File: src/rtl/lsu_pkg.sv
// Shared encodings for the load/store initiator: RISC-V funct3 access sizes and FSM states.
// Pure declarations; no timing or flow-control behaviour lives here.
package lsu_pkg;

  localparam logic [2:0] F3_B  = 3'b000;
  localparam logic [2:0] F3_H  = 3'b001;
  localparam logic [2:0] F3_W  = 3'b010;
  localparam logic [2:0] F3_BU = 3'b100;
  localparam logic [2:0] F3_HU = 3'b101;

  typedef enum logic [1:0] {
    IDLE   = 2'd0,
    ACCESS = 2'd1,
    WRITE  = 2'd2,
    RESP   = 2'd3
  } lsu_state_e;

endpackage

File: src/rtl/lsu_align.sv
// Lane extract/extend for loads, lane merge for sub-word stores, and legality check.
// Purely combinational, zero latency; no flow control.
module lsu_align
  import lsu_pkg::*;
(
  input  logic        i_store,
  input  logic [2:0]  i_funct3,
  input  logic [1:0]  i_addr_lo,
  input  logic [31:0] i_rdata,
  input  logic [15:0] i_wdata_lo,
  output logic [31:0] o_load_data,
  output logic [31:0] o_merge_data,
  output logic        o_err
);

  logic [7:0]  w_byte;
  logic [15:0] w_half;

  always_comb begin
    w_byte = i_rdata[7:0];
    case (i_addr_lo)
      2'd1:    w_byte = i_rdata[15:8];
      2'd2:    w_byte = i_rdata[23:16];
      2'd3:    w_byte = i_rdata[31:24];
      default: w_byte = i_rdata[7:0];
    endcase
    w_half = i_addr_lo[1] ? i_rdata[31:16] : i_rdata[15:0];
  end

  always_comb begin
    o_load_data = i_rdata;
    case (i_funct3)
      F3_B:    o_load_data = {{24{w_byte[7]}}, w_byte};
      F3_BU:   o_load_data = {24'h0, w_byte};
      F3_H:    o_load_data = {{16{w_half[15]}}, w_half};
      F3_HU:   o_load_data = {16'h0, w_half};
      default: o_load_data = i_rdata;
    endcase
  end

  always_comb begin
    o_merge_data = i_rdata;
    if (i_funct3 == F3_B) begin
      case (i_addr_lo)
        2'd0: o_merge_data[7:0]   = i_wdata_lo[7:0];
        2'd1: o_merge_data[15:8]  = i_wdata_lo[7:0];
        2'd2: o_merge_data[23:16] = i_wdata_lo[7:0];
        2'd3: o_merge_data[31:24] = i_wdata_lo[7:0];
        default: o_merge_data = i_rdata;
      endcase
    end else if (i_funct3 == F3_H) begin
      if (i_addr_lo[1]) o_merge_data[31:16] = i_wdata_lo;
      else              o_merge_data[15:0]  = i_wdata_lo;
    end
  end

  // Unsigned variants exist only for loads, so a store with funct3[2]=1 is illegal.
  always_comb begin
    case (i_funct3)
      F3_B:    o_err = 1'b0;
      F3_BU:   o_err = i_store;
      F3_H:    o_err = i_addr_lo[0];
      F3_HU:   o_err = i_store | i_addr_lo[0];
      F3_W:    o_err = (i_addr_lo != 2'b00);
      default: o_err = 1'b1;
    endcase
  end

endmodule

File: src/rtl/lsu_mem_master.sv
// Load/store initiator: one request per handshake; response 1 (error), 2 (load/SW) or 3 (SB/SH) edges after accept.
// req_ready only in IDLE; RESP holds every output until resp_ready.
module lsu_mem_master
  import lsu_pkg::*;
#(
  parameter int N_ADDR = 10,
  parameter int M_DATA = 32
) (
  input  logic              clk,
  input  logic              rst,
  input  logic              req_valid,
  output logic              req_ready,
  input  logic              req_store,
  input  logic [2:0]        req_funct3,
  input  logic [N_ADDR-1:0] req_addr,
  input  logic [M_DATA-1:0] req_wdata,
  output logic              resp_valid,
  input  logic              resp_ready,
  output logic [M_DATA-1:0] resp_data,
  output logic              resp_err,
  output logic              mem_we,
  output logic [N_ADDR-1:0] mem_addr,
  output logic [M_DATA-1:0] mem_wdata,
  input  logic [M_DATA-1:0] mem_rdata
);

  lsu_state_e        r_state;
  lsu_state_e        w_next;
  logic              r_live;
  logic              r_store;
  logic [2:0]        r_funct3;
  logic [N_ADDR-1:0] r_addr;
  logic [M_DATA-1:0] r_wdata;
  logic [M_DATA-1:0] r_merge;
  logic [M_DATA-1:0] r_resp_data;
  logic              r_resp_err;

  logic              w_idle;
  logic              w_accept;
  logic              w_sw;
  logic              w_sel_store;
  logic [2:0]        w_sel_funct3;
  logic [1:0]        w_sel_addr_lo;
  logic [M_DATA-1:0] w_load_data;
  logic [M_DATA-1:0] w_merge_data;
  logic              w_err;

  assign w_idle   = (r_state == IDLE);
  assign w_accept = w_idle & r_live & req_valid;
  assign w_sw     = r_store & (r_funct3 == F3_W);

  // The checker looks at the live request while idle and at the captured one afterwards.
  assign w_sel_store   = w_idle ? req_store     : r_store;
  assign w_sel_funct3  = w_idle ? req_funct3    : r_funct3;
  assign w_sel_addr_lo = w_idle ? req_addr[1:0] : r_addr[1:0];

  lsu_align u_align (
    .i_store      (w_sel_store),
    .i_funct3     (w_sel_funct3),
    .i_addr_lo    (w_sel_addr_lo),
    .i_rdata      (mem_rdata),
    .i_wdata_lo   (r_wdata[15:0]),
    .o_load_data  (w_load_data),
    .o_merge_data (w_merge_data),
    .o_err        (w_err)
  );

  // Holds req_ready low until the first edge after reset release.
  always_ff @(posedge clk or negedge rst) begin
    if (!rst) r_live <= 1'b0;
    else      r_live <= 1'b1;
  end

  always_ff @(posedge clk or negedge rst) begin
    if (!rst) r_state <= IDLE;
    else      r_state <= w_next;
  end

  always_comb begin
    w_next = r_state;
    case (r_state)
      IDLE:    if (w_accept) w_next = w_err ? RESP : ACCESS;
      ACCESS:  w_next = (r_store && !w_sw) ? WRITE : RESP;
      WRITE:   w_next = RESP;
      RESP:    if (resp_ready) w_next = IDLE;
      default: w_next = IDLE;
    endcase
  end

  always_ff @(posedge clk or negedge rst) begin
    if (!rst) begin
      r_store     <= 1'b0;
      r_funct3    <= 3'b000;
      r_addr      <= '0;
      r_wdata     <= '0;
      r_merge     <= '0;
      r_resp_data <= '0;
      r_resp_err  <= 1'b0;
    end else if (w_accept) begin
      r_store     <= req_store;
      r_funct3    <= req_funct3;
      r_addr      <= req_addr;
      r_wdata     <= req_wdata;
      r_resp_data <= '0;
      r_resp_err  <= w_err;
    end else if (r_state == ACCESS) begin
      if (r_store) r_merge     <= w_merge_data;
      else         r_resp_data <= w_load_data;
    end
  end

  always_comb begin
    req_ready  = w_idle & r_live;
    resp_valid = (r_state == RESP);
    resp_data  = r_resp_data;
    resp_err   = r_resp_err;
    mem_addr   = w_idle ? '0 : {r_addr[N_ADDR-1:2], 2'b00};
    mem_we     = 1'b0;
    mem_wdata  = '0;
    if (r_state == ACCESS && w_sw) begin
      mem_we    = 1'b1;
      mem_wdata = r_wdata;
    end else if (r_state == WRITE) begin
      mem_we    = 1'b1;
      mem_wdata = r_merge;
    end
  end

endmodule
File: config.mk
export PLATFORM = sky130hd
export DESIGN_NAME = lsu_mem_master
export DESIGN_NICKNAME = d
export VERILOG_FILES = /design/src/rtl/lsu_pkg.sv /design/src/rtl/lsu_align.sv /design/src/rtl/lsu_mem_master.sv
export SDC_FILE = /design/constraint.sdc
export NUM_CORES = 1
export LEC_CHECK = 0
export CAP_MARGIN = 10
export CORE_ASPECT_RATIO = 0.5
export CORE_MARGIN = 2
export CORE_UTILIZATION = 45
export DETAILED_ROUTE_END_ITERATION = 10
export PLACE_DENSITY = 0.77
export SYNTH_ARGS = -nofsm -noshare
export SYNTH_HDL_FRONTEND = slang
export SYNTH_SLANG_ARGS = --single-unit
File: constraint.sdc
create_clock -name clk -period 2.6 [get_ports clk]
set_input_delay 0.26 -clock clk [delete_from_list [all_inputs] [get_ports clk]]
set_output_delay 0.26 -clock clk [all_outputs]
set_load 0.01 [all_outputs]
* Yosys cells after proc, flatten, opt, wreduce, memory -nomap -nowiden
Index checks and enable logic that the tools add are counted.
** Word-level totals
- Register bits after elaboration :: 114
- Bits of input ports :: 82
- Output and inout port bits :: 78
- Word-level logic and storage cells :: 67
** Cells by class
- Equality and inequality tests :: 14
- Multiplexer cells :: 28
- Bitwise logic cells :: 5
- Reduce and logical (&&, ||, !) cells :: 11
** Operator list (count)
- $mux 32 :: 7
- $pmux 32 s4 :: 1
- $mux 16 :: 3
- $mux 8 :: 4
- $pmux 8 s3 :: 1
- $mux 10 :: 1
- $eq 2x2->1 const B :: 4
- $mux 2 :: 4
- $pmux 2 s4 :: 1
- $eq 3x2->1 const B :: 2
- $eq 3x3->1 const B :: 2
- $ne 2x1->1 const B :: 3
- $pmux 1 s5 :: 1
- $eq 2x1->1 const B :: 2
- $logic_not 2->1 :: 2
- $mux 1 :: 4
- $reduce_and 2->1 :: 2
- $reduce_bool 2->1 :: 2
- $and 1x1->1 :: 3
- $eq 3x1->1 const B :: 1
- $logic_not 3->1 :: 1
- $mux 3 :: 1
- $reduce_and 3->1 :: 1
- $logic_and 1x1->1 :: 2
- other kinds (3) :: 3

* Depth between registers and ports, before layout
Gate-level depths: netlist of the first run.
- Depth after elaboration :: 8
- Gate-level depth with buffers :: 11
- Gate-level depth less buffers :: 7

* By module
Synthesis of the first run repeated with hierarchy kept, for this count alone.
** Unflattened totals
- Cells, all modules :: 731
- Area total of the unflattened synthesis :: 6588.8 µm²
** Modules (own cells, without submodules)
- lsu_mem_master :: times used 1, cells each 523, area an instance 5258.8 µm², seq. area each 2852.7 µm²
- lsu_align :: times used 1, cells each 208, area an instance 1330.0 µm², seq. area each 0.0 µm²

* Least setup slack after synthesis of the first run
No wires, ideal clock.
- Path kind :: flip-flop to flip-flop
- From :: reg r_state[0]
- To :: reg r_resp_data[28], in the netlist resp_data[28]
- Arrival :: 2304 ps
- Required time :: 2471 ps
- Path slack :: 167 ps
- Stages on the path, launching flop included :: 10
- Buffers on the path :: 3
- Period minus slack after synthesis :: 2433 ps
- Cell sequence :: dfrtp_1 inv_1 ha_1 buf_6 o32a_1 o32a_1 buf_6 a221oi_4 buf_8 o31ai_2
** On the way
- Word-level cells in the longest chain between the ends :: 8
- Elaborated cells between the ends (all ways) :: 22
** RTL lines
- start: declaration :: RTL line lsu_mem_master.sv:27 : lsu_state_e r_state;
- start signal: assignment :: RTL line lsu_mem_master.sv:76 : else r_state <= w_next;
- $logic_not 2->1 :: RTL line lsu_mem_master.sv:48 : assign w_idle = (r_state == IDLE);
- $mux 2 :: RTL line lsu_mem_master.sv:55 : assign w_sel_addr_lo = w_idle ? req_addr[1:0] : r_addr[1:0];
- $eq 2x2->1 or $eq 2x1->1 (tied branches) :: RTL line lsu_align.sv:21 : case (i_addr_lo)
- $pmux 8 s3 :: RTL line lsu_align.sv:21
- $pmux 32 s4 :: RTL line lsu_align.sv:32 : case (i_funct3)
- $mux 32 :: RTL line lsu_mem_master.sv:107 : if (r_store) r_merge <= w_merge_data;
- $mux 32 :: RTL line lsu_mem_master.sv:106 : end else if (r_state == ACCESS) begin
- $mux 32 :: RTL line lsu_mem_master.sv:99 : end else if (w_accept) begin
- end signal: assignment :: RTL line lsu_mem_master.sv:108 : else r_resp_data <= w_load_data;
- end: declaration :: RTL line lsu_mem_master.sv:35 : logic [M_DATA-1:0] r_resp_data;
Several ways; a longest one is shown, not always the timed one. The select of a mux whose other input is x is not followed.
A chain may end at the register's enable or synchronous reset.

* Worst setup path after layout of the first run
- From :: reg r_state[0]
- To :: out req_ready
** On the way
- Word-level cells in the longest chain between the ends :: 2
** RTL lines
- $logic_not 2->1 :: RTL line lsu_mem_master.sv:48
- $and 1x1->1 :: RTL line lsu_mem_master.sv:113 : req_ready = w_idle & r_live;
- end: declaration :: RTL line lsu_mem_master.sv:12 : output logic req_ready,
No other way between the ends.

==> results.py, run 1 <==
metrics = {
    "global_routing": {
        "initial_antenna_violation_count": 0,
        "grt_first_pass_wirelength_um": 33000,
        "grt_util_all_layers_pct": 27.6,
        "grt_start_max_net_pins": 44,
        "grt_pass1_vias": 6093,
        "grt_overflow": 0,
    },
    "place": {
        "numPortBuffers": 157,
        "place_worst_setup_slack_ns": -0.0712,
        "gp_routability_congestion": 0.900,
        "place_inst": 1042,
        "place.detailed.hpwl_um": 14900,
    },
    "route": {
        "drt_pass1_iterations": 7,
        "vias_per_cell": 5.79,
        "route.vias.total": 6240,
        "remaining_drc_errors": 0,
        "post_route_ant_nets": 0,
        "drt_iter0_markers": 652,
        "postRouteWirelength_um": 21200,
        "drt-wirelength-per-cell_um": 19.7,
    },
    "timing": {
        "grt_setup_unrepaired": "yes",
        "timing.slew.headroom_pct": 60.0,
        "final-hold-violation-count": 0,
        "finalCritPeriodShare_pct": 98.9,
        "layout_setup_ws_ns": 0.0287,
        "timing.clock.skew_ns": 0.00918,
        "final-max-slew-violation-count": 0,
        "finalSetupViolCount": 0,
        "hold-worst-slack_ns": 0.330,
        "layout_min_cycle_time_ns": 2.57,
        "worstMarginPinSlew_ns": 0.601,
        "fmaxAchievable_ghz": 0.389,
    },
    "power": {
        "clkPwrFrac_pct": 20.4,
        "ir_drop_mv": 0.526,
        "seq_power_share_pct": 28.2,
        "power.switching_fraction_pct": 40.5,
        "fin_total_pwr_mw": 11.7,
        "static-leakage-power_nw": 4.13,
        "power.combinational.fraction_pct": 51.4,
        "total_switching_power_mw": 4.75,
        "internal_power_mw": 6.99,
        "power-per-cell-area_nw_per_um2": 1270,
    },
    "logic_synthesis": {
        "ys_seq_elements": 114,
        "synthCells": 698,
        "postSynth.asyncResetShare_pct": 100,
        "mappedNetlistArea_um2": 6560,
        "number_of_synthesized_flops_with_an_enable_pin": 0,
        "dominantRegCellSynth": "sky130_fd_sc_hd__dfrtp_1",
        "synth.yosys.seq_area_share_pct": 43.5,
        "syn_avg_cell_area_um2": 9.40,
        "synth_cell_types": 51,
        "yosysWarnings": 0,
    },
    "setup_path": {
        "number_of_buffer_and_inverter_stages_on_the_critical_path": 3,
        "cp_num_cells": 5,
        "cp_slowest_cell": "sky130_fd_sc_hd__clkdlybuf4s50_1",
        "worst-endpoint-required_ns": 2.34,
        "critPathCaptureType": "output pin",
        "critical_path_cell_list": "inv_1 -> ha_4 -> buf_4 -> and2_1 -> clkdlybuf4s50_1",
        "timing_worst_setup_path_type": "reg2out",
        "cp_top_family": "buffers and inverters",
        "timing.critical_path.slowest_cell_delay_ns": 0.56,
        "path_max_fanout": 20,
        "timing.critical_path.arrival_ns": 2.31,
        "startpoint_types": "register",
        "reg2regPathDepth": 7,
    },
    "final_layout": {
        "final_layout_size_suffix_gt1_share_pct": 17.6,
        "final_cells": 1077,
        "fillers": 1156,
        "antenna_cells_inserted": 0,
        "synthToLayoutAreaGrowth_pct": 40.3,
        "design.final.nets": 952,
    },
    "floorplan": {
        "die_outline_area_um2": 15600,
        "die_h_um": 89.4,
        "floorplan.initialDensity_pct": 45.7,
        "fp.dieW_um": 175,
        "floorplan.io_pins": 160,
        "floorplan.core_area_um2": 14400,
        "floorplan.rows": 31,
    },
    "clock_network": {
        "clk-insertion-delay-late_ns": 0.42,
        "tritoncts": "yes",
        "cts.sinks": 114,
        "max-clock-path-buffers": 2,
        "cts.clk_slew.worst_paths_ns": 0.05,
        "cts_root_buf": "sky130_fd_sc_hd__clkbuf_16",
        "cts_made_buffers": 17,
        "cts_htree_levels": 4,
    },
    "job": {
        "cap_violations": 0,
    },
    "outcome": {
        "run_status": "finished, final reports clean",
    },
    "hold_path": {
        "min_path_type": "in2async",
    },
}
-- sequential cells by signal (all words and copies together), names as in the netlist --
signal / cells
r_addr: 10
r_wdata: 32
resp_data: 32
r_live: 1
resp_err: 1
r_store: 1
r_merge: 32
r_state: 2
r_funct3: 3
-- metal layers --
layer / track usage [%] / up-vias / part of all wire (%)
li1: - / 2860 / -
met1: 35.3 / 3012 / 42
met2: 42.2 / 317 / 45
met3: 10.7 / 51 / 11
met4: 12.0 / 0 / 2.5
met5: 0 / - / 0
-- through the flow --
step	utilization, %	TNS, ns	cell area [um^2]
detailed placement	59.4	-0.518	8520
CTS	63.9	-0.119	9170
finish	64.2	0	9210
global placement	59.4	0	8520
global route	64.2	-0.116	9210
floorplan	-	0	6570
-- final timing paths --
kind / from / to / slack [ns]
min reg2reg: r_merge[21] / r_merge[21] / 0.48
max: r_state[0] / req_ready / 0.03
min in group clk: req_addr[7] / r_addr[7] / 0.45
max in group asynchronous: rst / r_merge[31] / 1.56
max reg2reg: r_state[0] / r_merge[22] / 0.15
min: rst / resp_data[28] / 0.33
-- power by group through the flow --
stage | sequential [mW] | combinational, mW | clock (mW)
floorplan | 3.16 | 3.70 | 0
global placement | 3.27 | 5.81 | 0
detailed placement | 3.29 | 5.96 | 0
CTS | 3.28 | 5.92 | 2.42
global route | 3.40 | 6.56 | 2.51
finish | 3.31 | 6.03 | 2.40
-- layout make-up --
type	count	area, um^2	area share, %
clock buffers	19	443	4.81
inverters	5	18.8	0.204
repair buffers	202	1970	21.4
flip-flops and latches	114	2850	31.0
multi-input cells	526	3520	38.2
well taps	198	248	2.69
clock inverters	13	159	1.73
-- cells in the final DEF (no fill, tap or decap), drive strengths merged, types with 5 or more instances in the layout --
cell	count
mux2i	45
and3	11
nand2	130
a21o	23
clkdlybuf4s50	123
a211oi	19
inv	7
o2bb2ai	8
a21oi	21
o22ai	25
o221ai	8
o21ai	92
nor2b	11
mux2	47
clkbuf	19
dlygate4sd2	29
o31ai	18
buf	45
dfrtp	114
clkinv	5
nor2	23
-- kinds of logic (layout without fill, tap and decap cells) --
| family | Yosys count | after routing | synth area share (%) |
|---|---|---|---|
| AOI/OAI and AO/OA | 223 | 223 | 22.3 |
| and+or+nand+nor | 204 | 204 | 13.9 |
| DFF | 114 | 114 | 43.5 |
| muxes | 92 | 92 | 15.1 |
| buffers and inverters | 59 | 239 | 4.35 |
| adders and majority gates | 4 | 4 | 0.763 |
| other | 2 | 3 | 0.114 |
-- cells in the mapped netlist (2+ instances only) --
cell type / number / area share [%]
sky130_fd_sc_hd__and3b_1: 2 / 0.27
sky130_fd_sc_hd__buf_6: 3 / 0.51
sky130_fd_sc_hd__nor3b_1: 4 / 0.46
sky130_fd_sc_hd__nor3_1: 4 / 0.31
sky130_fd_sc_hd__a211oi_1: 19 / 2.2
sky130_fd_sc_hd__conb_1: 2 / 0.11
sky130_fd_sc_hd__o2bb2ai_1: 8 / 1.1
sky130_fd_sc_hd__mux2i_1: 44 / 6.7
sky130_fd_sc_hd__o31ai_2: 3 / 0.57
sky130_fd_sc_hd__o21ai_0: 82 / 6.3
sky130_fd_sc_hd__and3_1: 11 / 1.0
sky130_fd_sc_hd__nand3_1: 4 / 0.31
sky130_fd_sc_hd__inv_1: 5 / 0.29
sky130_fd_sc_hd__ha_1: 4 / 0.76
sky130_fd_sc_hd__dfrtp_1: 114 / 43
sky130_fd_sc_hd__o21ai_2: 8 / 1.1
sky130_fd_sc_hd__mux2_2: 47 / 8.1
sky130_fd_sc_hd__nor2_1: 22 / 1.3
sky130_fd_sc_hd__nand3b_1: 3 / 0.34
sky130_fd_sc_hd__o31ai_1: 15 / 1.7
sky130_fd_sc_hd__a21o_1: 23 / 2.6
sky130_fd_sc_hd__nor2b_1: 11 / 1.0
sky130_fd_sc_hd__clkbuf_1: 35 / 2.0
sky130_fd_sc_hd__o21ai_1: 2 / 0.15
sky130_fd_sc_hd__o22ai_1: 25 / 2.4
sky130_fd_sc_hd__o221ai_1: 8 / 1.1
sky130_fd_sc_hd__o32a_1: 2 / 0.31
sky130_fd_sc_hd__nand2b_1: 2 / 0.19
sky130_fd_sc_hd__a21oi_1: 20 / 1.5
sky130_fd_sc_hd__and2_1: 4 / 0.38
sky130_fd_sc_hd__nand2_1: 130 / 7.4
sky130_fd_sc_hd__buf_2: 9 / 0.69
sky130_fd_sc_hd__buf_4: 5 / 0.57
-- timing repair --
item	in CTS	in global routing
gates resized for setup	41	12
hold endpoints to repair	25	0
hold buffers	1	0
setup endpoints to repair	34	57
cloned	1	0
pin swaps	2	1
setup buffers	1	0
No activity file was read; power rests on OpenSTA's default activity.
==> inputs of run 2 (changes only) <==
--- a/config.mk
+++ b/config.mk
@@ -8,9 +8,9 @@
 export CAP_MARGIN = 10
 export CORE_ASPECT_RATIO = 0.5
 export CORE_MARGIN = 2
-export CORE_UTILIZATION = 45
+export CORE_UTILIZATION = 50
 export DETAILED_ROUTE_END_ITERATION = 10
-export PLACE_DENSITY = 0.77
+export PLACE_DENSITY = 0.81
 export SYNTH_ARGS = -nofsm -noshare
 export SYNTH_HDL_FRONTEND = slang
 export SYNTH_SLANG_ARGS = --single-unit
==> constraint.sdc (replaced) <==
create_clock -name clk -period 2.7 [get_ports clk]
set_input_delay 0.27 -clock clk [delete_from_list [all_inputs] [get_ports clk]]
set_output_delay 0.27 -clock clk [all_outputs]
set_load 0.01 [all_outputs]
==> results.py, run 2 (same netlist as run 1, synthesis figures left out) <==
metrics = {
    "final_layout": {
        "layout.cells.most_common_list": "sky130_fd_sc_hd__nand2_1 (130), sky130_fd_sc_hd__clkdlybuf4s50_1 (126), sky130_fd_sc_hd__dfrtp_1 (114), sky130_fd_sc_hd__o21ai_0 (82), sky130_fd_sc_hd__mux2_2 (47)",
        "layout.cells.most_common": "sky130_fd_sc_hd__nand2_1",
        "final_layout_size_suffix_gt1_share_pct": 17.8,
        "post-route-util_pct": 71.3,
        "design.final.nets": 948,
        "synthToLayoutAreaGrowth_pct": 38.3,
        "antenna_cells_inserted": 0,
    },
    "floorplan": {
        "floorplan.initialDensity_pct": 51.5,
        "floorplan.rows": 29,
        "floorplan.io_pins": 160,
        "fp.dieW_um": 166,
        "floorplan.core_area_um2": 12700,
        "die_outline_area_um2": 14100,
        "die_h_um": 85.0,
    },
    "setup_path": {
        "timing.critical_path.slowest_cell_delay_ns": 0.48,
        "path_max_fanout": 23,
        "timing_worst_setup_path_type": "reg2out",
        "cp_top_family": "simple AND/OR/NAND/NOR gates",
        "number_of_buffer_and_inverter_stages_on_the_critical_path": 2,
        "startpoint_types": "register",
        "critical_path_cell_list": "ha_1 -> nor4bb_4 -> and2_4 -> buf_12 -> or2_2 -> clkdlybuf4s50_1",
        "cp_slowest_cell": "sky130_fd_sc_hd__clkdlybuf4s50_1",
        "worst-endpoint-required_ns": 2.43,
        "timing.critical_path.arrival_ns": 2.35,
        "critPathCaptureType": "output pin",
    },
    "clock_network": {
        "cts.clk_slew.worst_paths_ns": 0.06,
        "cts_htree_levels": 4,
        "cts_made_buffers": 17,
        "max-clock-path-buffers": 2,
        "cts.sinks": 114,
        "tritoncts": "yes",
        "clk-insertion-delay-late_ns": 0.42,
        "cts_root_buf": "sky130_fd_sc_hd__clkbuf_16",
    },
    "route": {
        "drt_iter0_markers": 655,
        "remaining_drc_errors": 0,
        "route.vias.total": 6381,
        "post_route_ant_nets": 0,
        "drt-wirelength-per-cell_um": 20.3,
        "vias_per_cell": 6.11,
        "drt_pass1_iterations": 7,
        "postRouteWirelength_um": 21200,
    },
    "timing": {
        "fmaxAchievable_ghz": 0.381,
        "finalSetupViolCount": 0,
        "worstMarginPinSlew_ns": 0.683,
        "layout_setup_ws_ns": 0.0771,
        "final-max-slew-violation-count": 0,
        "timing.slew.headroom_pct": 54.5,
        "timing.clock.skew_ns": 0.00912,
        "finalCritPeriodShare_pct": 97.1,
        "layout_min_cycle_time_ns": 2.62,
        "final-hold-violation-count": 0,
        "grt_setup_unrepaired": "yes",
        "fin_setup_tns_ns": 0,
    },
    "global_routing": {
        "grt_first_pass_wirelength_um": 33400,
        "grt_util_all_layers_pct": 30.4,
        "initial_antenna_violation_count": 0,
        "grt_pass1_vias": 6199,
        "grt_start_max_net_pins": 56,
        "grt_overflow": 0,
    },
    "power": {
        "power.combinational.fraction_pct": 50.8,
        "clkPwrFrac_pct": 20.5,
        "power-per-cell-area_nw_per_um2": 1240,
        "static-leakage-power_nw": 4.14,
        "internal_power_mw": 6.65,
        "seq_power_share_pct": 28.7,
        "total_switching_power_mw": 4.58,
        "ir_drop_mv": 0.677,
        "power.switching_fraction_pct": 40.8,
        "fin_total_pwr_mw": 11.2,
    },
    "place": {
        "place_worst_setup_slack_ns": 0.0939,
        "place.detailed.hpwl_um": 14700,
        "numPortBuffers": 157,
        "gp_routability_congestion": 0.915,
    },
    "hold_path": {
        "min_path_type": "in2async",
    },
    "job": {
        "cap_violations": 0,
    },
    "outcome": {
        "run_status": "finished, final reports clean",
    },
}
run 2: cell count changes in the layout (fill, tap and decap cells not counted), moves of 3 or more:
| cell | before | now |
|---|---|---|
| sky130_fd_sc_hd__buf_4 | 38 | 33 |
| sky130_fd_sc_hd__clkbuf_2 | 0 | 9 |
| sky130_fd_sc_hd__clkdlybuf4s50_1 | 123 | 126 |
| sky130_fd_sc_hd__dlygate4sd2_1 | 29 | 14 |
| sky130_fd_sc_hd__dlymetal6s2s_1 | 0 | 5 |
| sky130_fd_sc_hd__o21ai_0 | 79 | 82 |
| sky130_fd_sc_hd__o21ai_1 | 5 | 2 |
run 2: final cells by class:
| cell class | instances | area [um^2] |
|---|---|---|
| fill | 941 | 3660 |
| sequential | 114 | 2850 |
| clock buffer | 18 | 439 |
| timing repair buffer | 198 | 1920 |
| inverter | 5 | 18.8 |
| multi-input combinational | 526 | 3470 |
| clock inverter | 13 | 160 |
| tap | 170 | 213 |
run 2: path summary, 6_finish.rpt:
kind / depth (start not counted) / to / slack, ns / from
worst min register to register: 1 / r_merge[30] / 0.48 / r_merge[30]
min in group clk: 2 / r_wdata[28] / 0.46 / req_wdata[28]
worst max-delay path: 6 / mem_we / 0.08 / r_state[0]
max in group asynchronous: 3 / r_merge[25] / 1.52 / rst
worst min-delay path: 2 / resp_data[22] / 0.39 / rst
worst max register to register: 8 / resp_data[31] / 0.12 / r_state[0]
run 2: stage by stage:
step                cells  hold WS [ns]  area [um^2]
global placement     1006         0.302         8420
finish               1044         0.388         9080
global route         1044         0.443         9080
detailed placement   1006         0.303         8420
floorplan             699       -0.0256         6570
CTS                  1042         0.411         9080
run 2: timing repair:
action	in CTS	in global routing
setup buffers	3	2
pin swaps	2	1
gates resized for setup	29	30
hold buffers	1	0
cloned	1	0
endpoints found under the hold margin	41	0
endpoints found under the setup margin	33	26
run 2: layer usage:
metal	track usage, %	share of wire (%)
met1	41.3	42
met2	45.8	45
met3	9.61	11
met4	12.0	2.6
met5	0	0
run 2: power by group through the flow:
stage / sequential (mW) / combinational [mW] / clock (mW)
floorplan: 3.04 / 3.56 / 0
global placement: 3.16 / 5.49 / 0
detailed placement: 3.20 / 5.62 / 0
CTS: 3.19 / 5.66 / 2.32
global route: 3.29 / 6.17 / 2.40
finish: 3.22 / 5.70 / 2.30
